### config.mk
export PLATFORM = sky130hd
export DESIGN_NAME = alu_input_loader_flat
export DESIGN_NICKNAME = d
export VERILOG_FILES = /design/src/rtl/alu_pkg.sv /design/src/rtl/alu_input_loader_if.sv /design/src/rtl/btn_conditioner.sv /design/src/rtl/alu_input_loader.sv /design/src/flat_wrapper.sv
export SDC_FILE = /design/constraint.sdc
export NUM_CORES = 1
export LEC_CHECK = 0
export CORE_MARGIN = 3
export CORE_UTILIZATION = 40
export DETAILED_ROUTE_END_ITERATION = 8
export HOLD_SLACK_MARGIN = 0.12
export PLACE_DENSITY = 0.68
export SYNTH_ARGS = -nofsm -noshare
export SYNTH_HDL_FRONTEND = slang
export SYNTH_SLANG_ARGS = --single-unit
### constraint.sdc
create_clock -name i_clk -period 2.1 [get_ports i_clk]
set_clock_uncertainty 0.1 [all_clocks]
set_input_delay 0.63 -clock i_clk [delete_from_list [all_inputs] [get_ports i_clk]]
set_output_delay 0.63 -clock i_clk [all_outputs]
set_load 0.01 [all_outputs]
### src/rtl/alu_pkg.sv
// Shared ALU definitions: default widths, opcode encodings, loaded-flag and button indices.
package alu_pkg;

  localparam int ALU_NB_DATA   = 8;
  localparam int ALU_NB_OPCODE = 6;

  typedef enum logic [5:0] {
    OP_SRL = 6'b000010,
    OP_SRA = 6'b000011,
    OP_ADD = 6'b100000,
    OP_SUB = 6'b100010,
    OP_AND = 6'b100100,
    OP_OR  = 6'b100101,
    OP_XOR = 6'b100110,
    OP_NOR = 6'b100111
  } alu_opcode_e;

  // o_loaded bit positions, ordered {opcode, op2, op1}
  localparam int NB_LOADED = 3;
  localparam int LD_OP1    = 0;
  localparam int LD_OP2    = 1;
  localparam int LD_OPCODE = 2;

  localparam int NB_BTN     = 4;
  localparam int BTN_OP1    = 0;
  localparam int BTN_OP2    = 1;
  localparam int BTN_OPCODE = 2;
  localparam int BTN_CLEAR  = 3;

  function automatic logic all_loaded(input logic [NB_LOADED-1:0] flags);
    return &flags;
  endfunction

endpackage

### src/rtl/alu_input_loader_if.sv
// Board-side bundle of the operand loader: raw switches/buttons in, registered ALU operands out.
interface alu_input_loader_if
  import alu_pkg::*;
#(
  parameter int NB_SW     = 8,
  parameter int NB_DATA   = ALU_NB_DATA,
  parameter int NB_OPCODE = ALU_NB_OPCODE
);

  logic        [NB_SW-1:0]     i_sw;
  logic                        i_btn_op1;
  logic                        i_btn_op2;
  logic                        i_btn_opcode;
  logic                        i_btn_clear;
  logic signed [NB_DATA-1:0]   o_op_1;
  logic signed [NB_DATA-1:0]   o_op_2;
  logic        [NB_OPCODE-1:0] o_opcode;
  logic        [NB_LOADED-1:0] o_loaded;
  logic                        o_valid;

  modport slave (
    input  i_sw, i_btn_op1, i_btn_op2, i_btn_opcode, i_btn_clear,
    output o_op_1, o_op_2, o_opcode, o_loaded, o_valid
  );

  modport master (
    output i_sw, i_btn_op1, i_btn_op2, i_btn_opcode, i_btn_clear,
    input  o_op_1, o_op_2, o_opcode, o_loaded, o_valid
  );

endinterface

### src/rtl/btn_conditioner.sv
// Raw push-button to one-cycle press pulse: 2-FF sync, optional debounce, rising-edge detect.
// Debounce filter is present only when ALU_INPUT_DEBOUNCE_EN is defined.
module btn_conditioner #(
  parameter int unsigned DEBOUNCE_CYCLES = 1000000
)(
  input  logic i_clk,
  input  logic i_rst_n,
  input  logic i_btn,
  output logic o_pulse
);

  logic r_sync_p0;
  logic r_sync_p1;
  logic r_lvl_p3;
  logic w_lvl;

  if (DEBOUNCE_CYCLES == 0) begin : g_bad_cfg
    $error("btn_conditioner: DEBOUNCE_CYCLES must be at least 1");
  end

  // stage p0/p1: metastability synchronizer
  always_ff @(posedge i_clk or negedge i_rst_n) begin
    if (!i_rst_n) begin
      r_sync_p0 <= 1'b0;
      r_sync_p1 <= 1'b0;
    end else begin
      r_sync_p0 <= i_btn;
      r_sync_p1 <= r_sync_p0;
    end
  end

`ifdef ALU_INPUT_DEBOUNCE_EN
  localparam int unsigned CNT_W = (DEBOUNCE_CYCLES > 1) ? $clog2(DEBOUNCE_CYCLES) : 1;
  localparam logic [CNT_W-1:0] CNT_LAST = CNT_W'(DEBOUNCE_CYCLES - 1);

  logic [CNT_W-1:0] r_cnt_p2;
  logic             r_deb_p2;

  // stage p2: level accepted only after DEBOUNCE_CYCLES consecutive disagreeing samples
  always_ff @(posedge i_clk or negedge i_rst_n) begin
    if (!i_rst_n) begin
      r_cnt_p2 <= '0;
      r_deb_p2 <= 1'b0;
    end else if (r_sync_p1 == r_deb_p2) begin
      r_cnt_p2 <= '0;
    end else if (r_cnt_p2 == CNT_LAST) begin
      r_cnt_p2 <= '0;
      r_deb_p2 <= ~r_deb_p2;
    end else begin
      r_cnt_p2 <= r_cnt_p2 + 1'b1;
    end
  end

  assign w_lvl = r_deb_p2;
`else
  assign w_lvl = r_sync_p1;
`endif

  // stage p3: previous level for rising-edge detection
  always_ff @(posedge i_clk or negedge i_rst_n) begin
    if (!i_rst_n) begin
      r_lvl_p3 <= 1'b0;
    end else begin
      r_lvl_p3 <= w_lvl;
    end
  end

  assign o_pulse = w_lvl & ~r_lvl_p3;

endmodule

### src/rtl/alu_input_loader.sv
// Captures ALU operands/opcode from slide switches on button presses and holds them for the ALU.
// Define ALU_INPUT_DEBOUNCE_EN for the board build (debounce filter on every button).
module alu_input_loader
  import alu_pkg::*;
#(
  parameter int          NB_DATA         = ALU_NB_DATA,
  parameter int          NB_OPCODE       = ALU_NB_OPCODE,
  parameter int          NB_SW           = 8,
  parameter int unsigned DEBOUNCE_CYCLES = 1000000
)(
  input  logic                i_clk,
  input  logic                i_rst_n,
  alu_input_loader_if.slave   io
);

  if ((NB_SW < NB_DATA) || (NB_SW < NB_OPCODE)) begin : g_bad_cfg
    $error("alu_input_loader: NB_SW must cover both NB_DATA and NB_OPCODE");
  end

  logic        [NB_BTN-1:0]    w_btn_raw;
  logic        [NB_BTN-1:0]    w_pulse;
  logic        [NB_SW-1:0]     r_sw_p0;
  logic        [NB_SW-1:0]     r_sw_p1;
  logic signed [NB_DATA-1:0]   r_op_1;
  logic signed [NB_DATA-1:0]   r_op_2;
  logic        [NB_OPCODE-1:0] r_opcode;
  logic        [NB_LOADED-1:0] r_loaded;
  logic                        r_valid;
  logic        [NB_LOADED-1:0] w_loaded_nxt;
  logic                        w_ld_op1;
  logic                        w_ld_op2;
  logic                        w_ld_opcode;
  logic                        w_clr;

  assign w_btn_raw[BTN_OP1]    = io.i_btn_op1;
  assign w_btn_raw[BTN_OP2]    = io.i_btn_op2;
  assign w_btn_raw[BTN_OPCODE] = io.i_btn_opcode;
  assign w_btn_raw[BTN_CLEAR]  = io.i_btn_clear;

  for (genvar g = 0; g < NB_BTN; g++) begin : g_btn
    btn_conditioner #(
      .DEBOUNCE_CYCLES (DEBOUNCE_CYCLES)
    ) u_btn (
      .i_clk   (i_clk),
      .i_rst_n (i_rst_n),
      .i_btn   (w_btn_raw[g]),
      .o_pulse (w_pulse[g])
    );
  end

  // clear dominates: a load in the same cycle as clear is dropped
  assign w_clr       = w_pulse[BTN_CLEAR];
  assign w_ld_op1    = w_pulse[BTN_OP1]    & ~w_clr;
  assign w_ld_op2    = w_pulse[BTN_OP2]    & ~w_clr;
  assign w_ld_opcode = w_pulse[BTN_OPCODE] & ~w_clr;

  // stage p0/p1: switch synchronizer, sampled by whichever load fires
  always_ff @(posedge i_clk or negedge i_rst_n) begin
    if (!i_rst_n) begin
      r_sw_p0 <= '0;
      r_sw_p1 <= '0;
    end else begin
      r_sw_p0 <= io.i_sw;
      r_sw_p1 <= r_sw_p0;
    end
  end

  always_comb begin
    w_loaded_nxt = r_loaded;
    if (w_clr) begin
      w_loaded_nxt = '0;
    end else begin
      if (w_ld_op1)    w_loaded_nxt[LD_OP1]    = 1'b1;
      if (w_ld_op2)    w_loaded_nxt[LD_OP2]    = 1'b1;
      if (w_ld_opcode) w_loaded_nxt[LD_OPCODE] = 1'b1;
    end
  end

  // output stage: operand registers with flags and valid updated on the same edge
  always_ff @(posedge i_clk or negedge i_rst_n) begin
    if (!i_rst_n) begin
      r_op_1   <= '0;
      r_op_2   <= '0;
      r_opcode <= '0;
      r_loaded <= '0;
      r_valid  <= 1'b0;
    end else begin
      r_loaded <= w_loaded_nxt;
      r_valid  <= all_loaded(w_loaded_nxt);
      if (w_clr) begin
        r_op_1   <= '0;
        r_op_2   <= '0;
        r_opcode <= '0;
      end else begin
        if (w_ld_op1)    r_op_1   <= $signed(r_sw_p1[NB_DATA-1:0]);
        if (w_ld_op2)    r_op_2   <= $signed(r_sw_p1[NB_DATA-1:0]);
        if (w_ld_opcode) r_opcode <= r_sw_p1[NB_OPCODE-1:0];
      end
    end
  end

  assign io.o_op_1   = r_op_1;
  assign io.o_op_2   = r_op_2;
  assign io.o_opcode = r_opcode;
  assign io.o_loaded = r_loaded;
  assign io.o_valid  = r_valid;

endmodule

### src/flat_wrapper.sv
// flat-port wrapper written by rule: the top's interface ports become plain ports
module alu_input_loader_flat import alu_pkg::*;
#(
  parameter int          NB_DATA         = ALU_NB_DATA,
  parameter int          NB_OPCODE       = ALU_NB_OPCODE,
  parameter int          NB_SW           = 8,
  parameter int unsigned DEBOUNCE_CYCLES = 1000000
)
  (i_clk, i_rst_n, io_i_sw, io_i_btn_op1, io_i_btn_op2, io_i_btn_opcode, io_i_btn_clear, io_o_op_1, io_o_op_2, io_o_opcode, io_o_loaded, io_o_valid);
  alu_input_loader_if #(.NB_SW(NB_SW), .NB_DATA(NB_DATA), .NB_OPCODE(NB_OPCODE)) io_i ();
  input  logic i_clk;
  input  logic i_rst_n;
  input wire logic [$bits(io_i.i_sw)-1:0] io_i_sw;
  input wire logic [$bits(io_i.i_btn_op1)-1:0] io_i_btn_op1;
  input wire logic [$bits(io_i.i_btn_op2)-1:0] io_i_btn_op2;
  input wire logic [$bits(io_i.i_btn_opcode)-1:0] io_i_btn_opcode;
  input wire logic [$bits(io_i.i_btn_clear)-1:0] io_i_btn_clear;
  output wire logic [$bits(io_i.o_op_1)-1:0] io_o_op_1;
  output wire logic [$bits(io_i.o_op_2)-1:0] io_o_op_2;
  output wire logic [$bits(io_i.o_opcode)-1:0] io_o_opcode;
  output wire logic [$bits(io_i.o_loaded)-1:0] io_o_loaded;
  output wire logic [$bits(io_i.o_valid)-1:0] io_o_valid;
  assign io_i.i_sw = io_i_sw;
  assign io_i.i_btn_op1 = io_i_btn_op1;
  assign io_i.i_btn_op2 = io_i_btn_op2;
  assign io_i.i_btn_opcode = io_i_btn_opcode;
  assign io_i.i_btn_clear = io_i_btn_clear;
  assign io_o_op_1 = io_i.o_op_1;
  assign io_o_op_2 = io_i.o_op_2;
  assign io_o_opcode = io_i.o_opcode;
  assign io_o_loaded = io_i.o_loaded;
  assign io_o_valid = io_i.o_valid;
  alu_input_loader #(.NB_DATA(NB_DATA), .NB_OPCODE(NB_OPCODE), .NB_SW(NB_SW), .DEBOUNCE_CYCLES(DEBOUNCE_CYCLES)) u_core (.i_clk(i_clk), .i_rst_n(i_rst_n), .io(io_i));
endmodule
**Word level (Yosys, flattened, before mapping)**

Index checks and enable logic that the tools add are counted.

- Bits in registers: 54
- Word-level logic and storage cells: 45

- Bitwise logic cells: 12
- Muxes and demuxes: 10
- Reductions and logical operators: 4

Operators with widths:

| cell | number |
|---|---|
| 8-bit two-way mux | 4 |
| 6-bit two-way mux | 2 |
| 1-bit AND | 7 |
| 2-bit nonzero test | 3 |
| 1-bit NOT | 5 |
| 1-bit two-way mux | 3 |
| 3-bit two-way mux | 1 |
| 3-bit AND reduction | 1 |

**Longest topological paths before layout**

- Depth after elaboration: 7
- Mapped depth: 4

**Hierarchy**

From an unflattened synthesis, not the netlist that was laid out.

- Cells, all modules: 115
- Area total of the unflattened synthesis: 1793.0 um^2

By module, submodules not included:

| module | seq. area each (um^2) | cells an instance | instances | area an instance (um^2) |
|---|---|---|---|---|
| alu_input_loader | 1051.0 | 99 | 1 | 1437.6 |
| btn_conditioner | 75.1 | 4 | 4 | 88.8 |

**Worst setup path after synthesis**

OpenSTA, ideal clock, no wires.

- Path type: register -> output
- Start point: register u_core.r_loaded[0], in the netlist u_core.io.o_loaded[0]
- End point: output io_o_loaded[0]
- Buffers on the path: 0
- Cell stages (with the launch flop): 1
- Setup slack: 0.985 ns
- Arrival time: 0.385 ns
- Cell sequence: dfrtp_1

RTL lines:

| item | line | source |
|---|---|---|
| start, declared | alu_input_loader.sv:27 | `logic [NB_LOADED-1:0] r_loaded;` |
| start signal, assigned | alu_input_loader.sv:88 | `r_loaded <= w_loaded_nxt;` |
| end, declared | flat_wrapper.sv:21 | `output wire logic [$bits(io_i.o_loaded)-1:0] io_o_loaded;` |

No word-level cell between the ends.

**Worst setup path in the final report**

- Start point: register u_core.r_op_1[2], in the netlist u_core.io.o_op_1[2]
- End point: output io_o_op_1[2]

RTL lines:

| item | line | source |
|---|---|---|
| start, declared | alu_input_loader.sv:24 | `logic signed [NB_DATA-1:0] r_op_1;` |
| start signal, assigned | alu_input_loader.sv:95 | `if (w_ld_op1) r_op_1 <= $signed(r_sw_p1[NB_DATA-1:0]);` |
| end, declared | flat_wrapper.sv:18 | `output wire logic [$bits(io_i.o_op_1)-1:0] io_o_op_1;` |

No word-level cell between the ends.

==> metrics.yaml <==
status: "finished, final reports clean"
highest_layer: "met4"
critPathSlowestCell: "clkdlybuf4s50_1"
synth_warnings: 0
gp_congestion: 0.743
tns_ns: 0
setup_viol: 0
post-route-period-util_pct: 93.2
grt_usage_pct: 12.9
dp_cells: 219
hold_path_class: "primary input to async pin"
die_w_um: 72.5
period_minus_slack_ns: 1.96
layout_common_cells: "dfrtp_1 (54), clkdlybuf4s50_1 (38), nand2_1 (32)"
synth-seq-cells: 54
path_delay_family: "buffers and inverters"
relSlewSlack_pct: 72.7
worst_slew_pin_slew_ns: 0.408
wl_met3_um: 139
htreeDepth: 2
grt_overflow: 0
worstSetupPathType: "flip-flop to output port"
yosysSeqAreaShare_pct: 76.4
antenna_found_initial: 0
startpoint_type: "flip-flop"
p_leak_nw: 1.02
crit_path_end_kind: "output port"
fp.dieArea_um2: 5260
cts_resized: 0
syn_avg_cell_area_um2: 13.1
fin_hold_ws_ns: 0.197
cp.required_ns: 1.37
rows: 23
post_cts_buffers: 0
stdcell_count: 227
postSynthCellCount: 135
drtIter0Drc: 70
r2r_cells: 3
firstDrtPassIters: 4
post-route-util_pct: 55.5
grt_max_degree: 55
chipHeight_um: 72.5
core_area_um2: 4140
wl_met1_um: 1310
start_util_pct: 42.7
nets: 190
clockBufferDepth: 2
wl_per_cell_um: 13.5
hold_viol: 0
ys_types: 14
crit_buf_inv: 1
totalWireLength_um: 3050
drtAntennaViolNets: 0
syn_area_um2: 1770
path_cells: "clkdlybuf4s50_1"
powerDensity_nw_per_um2: 863
cts_made_buffers: 5
worst-path-stages: 1
fmax_mhz: 511
drc: 0
grt_pass1_wl_um: 5090
tritoncts: "done"
insertion_delay_ns: 0.31
io_buffers: 39
vias: 1077
root_buffer: "clkbuf_8"
areaGrowthSynthToFinish_pct: 30.0
cts.sinks: 54
drv_slew: 0
hpwlAfterDp_um: 2110
antennaDiodeCount: 0
synth_nets: 149
io-pin-count: 40
peakVddDrop_uv: 567
clkTransAtPathRegs_ns: 0.09
drive_above_1_share_pct: 8.47
viasPerCell: 4.74
fillers: 352
rsz0062_at_grt: "no"
wl_met2_um: 1540
drv_cap: 0
hold_buffers: 0
grt_pass1_vias: 1071
cp_max_fo: 2
final_common_cell: "dfrtp_1"
finalPower_mw: 1.99
critPathArrivalTime_ns: 1.23
cpPeakStageDelay_ns: 0.55
==> per-layer routing <==
| layer | vias up | track usage, % |
|---|---|---|
| met5 | - | 0 |
| met4 | 0 | 5.53 |
| met3 | 6 | 3.88 |
| met2 | 27 | 21.3 |
| met1 | 536 | 15.7 |
| li1 | 508 | - |
==> synth_stat cells <==
cell | count | area (µm²)
or2b_1 | 1 | 7.51
nor2b_2 | 1 | 8.76
buf_4 | 2 | 15.0
nand2_1 | 32 | 120
a21oi_1 | 16 | 80.1
nor4_2 | 1 | 12.5
nor2b_4 | 1 | 13.8
dfrtp_1 | 54 | 1350
buf_2 | 5 | 25.0
nand2b_1 | 1 | 6.26
nor2b_1 | 2 | 12.5
nor2_1 | 12 | 45.0
mux2i_1 | 6 | 60.1
buf_6 | 1 | 11.3
==> worst paths after layout <==
check                                                          start                              end  slack, ns
max                                  u_core.io.o_op_1[2]$_DFFE_PN0P_                     io_o_op_1[2]       0.14
min                                                          i_rst_n  u_core.io.o_op_2[7]$_DFFE_PN0P_       0.20
max reg2reg                u_core.g_btn[1].u_btn.r_sync_p1$_DFF_PN0_      u_core.io.o_valid$_DFF_PN0_       0.80
min reg2reg                              u_core.r_sw_p0[5]$_DFF_PN0_      u_core.r_sw_p1[5]$_DFF_PN0_       0.25
max in group asynchronous                                    i_rst_n      u_core.r_sw_p0[3]$_DFF_PN0_       1.47
min in group i_clk                       u_core.r_sw_p0[5]$_DFF_PN0_      u_core.r_sw_p1[5]$_DFF_PN0_       0.25
==> power by group <==
part           internal [mW]  leakage (nW)  switching (mW)
logic                  0.133         0.303           0.111
clock network          0.271        0.0478           0.321
registers               1.11         0.665          0.0370
total                   1.52          1.02           0.469
==> layout make-up <==
cell class	count	area, µm²	area share (%)
Tap cell	50	62.6	2.72
Multi-Input combinational cell	73	367	15.9
Timing Repair Buffer	42	420	18.3
Clock buffer	6	82.6	3.59
Sequential cell	54	1350	58.8
Clock inverter	2	16.3	0.707
==> flip-flops by register name, indices dropped and copies added, names as in the netlist <==
signal and count:
u_core.io.o_op_1 8, u_core.g_btn.u_btn.r_lvl_p3 4, u_core.g_btn.u_btn.r_sync_p0 4, u_core.r_sw_p0 8
u_core.r_sw_p1 8, u_core.io.o_valid 1, u_core.io.o_op_2 8, u_core.g_btn.u_btn.r_sync_p1 4
u_core.io.o_opcode 6, u_core.io.o_loaded 3
==> through the flow <==
stage / area (µm²) / setup slack, ns
after floorplan: 1770 / 0.985
after global placement: 2200 / 0.475
after detailed placement: 2200 / 0.470
after CTS: 2300 / 0.114
after global routing: 2300 / 0.0884
final: 2300 / 0.143
==> kinds of logic (layout without fill, tap and decap cells) <==
kind of cell	Yosys count	after routing	synth area share [%]
DFF	54	54	76.4
and+or+nand+nor	51	51	12.8
AOI/OAI and AO/OA	16	16	4.53
buffers and inverters	8	50	2.90
muxes	6	6	3.39
Note: power is estimated with default switching activity, not from simulation.
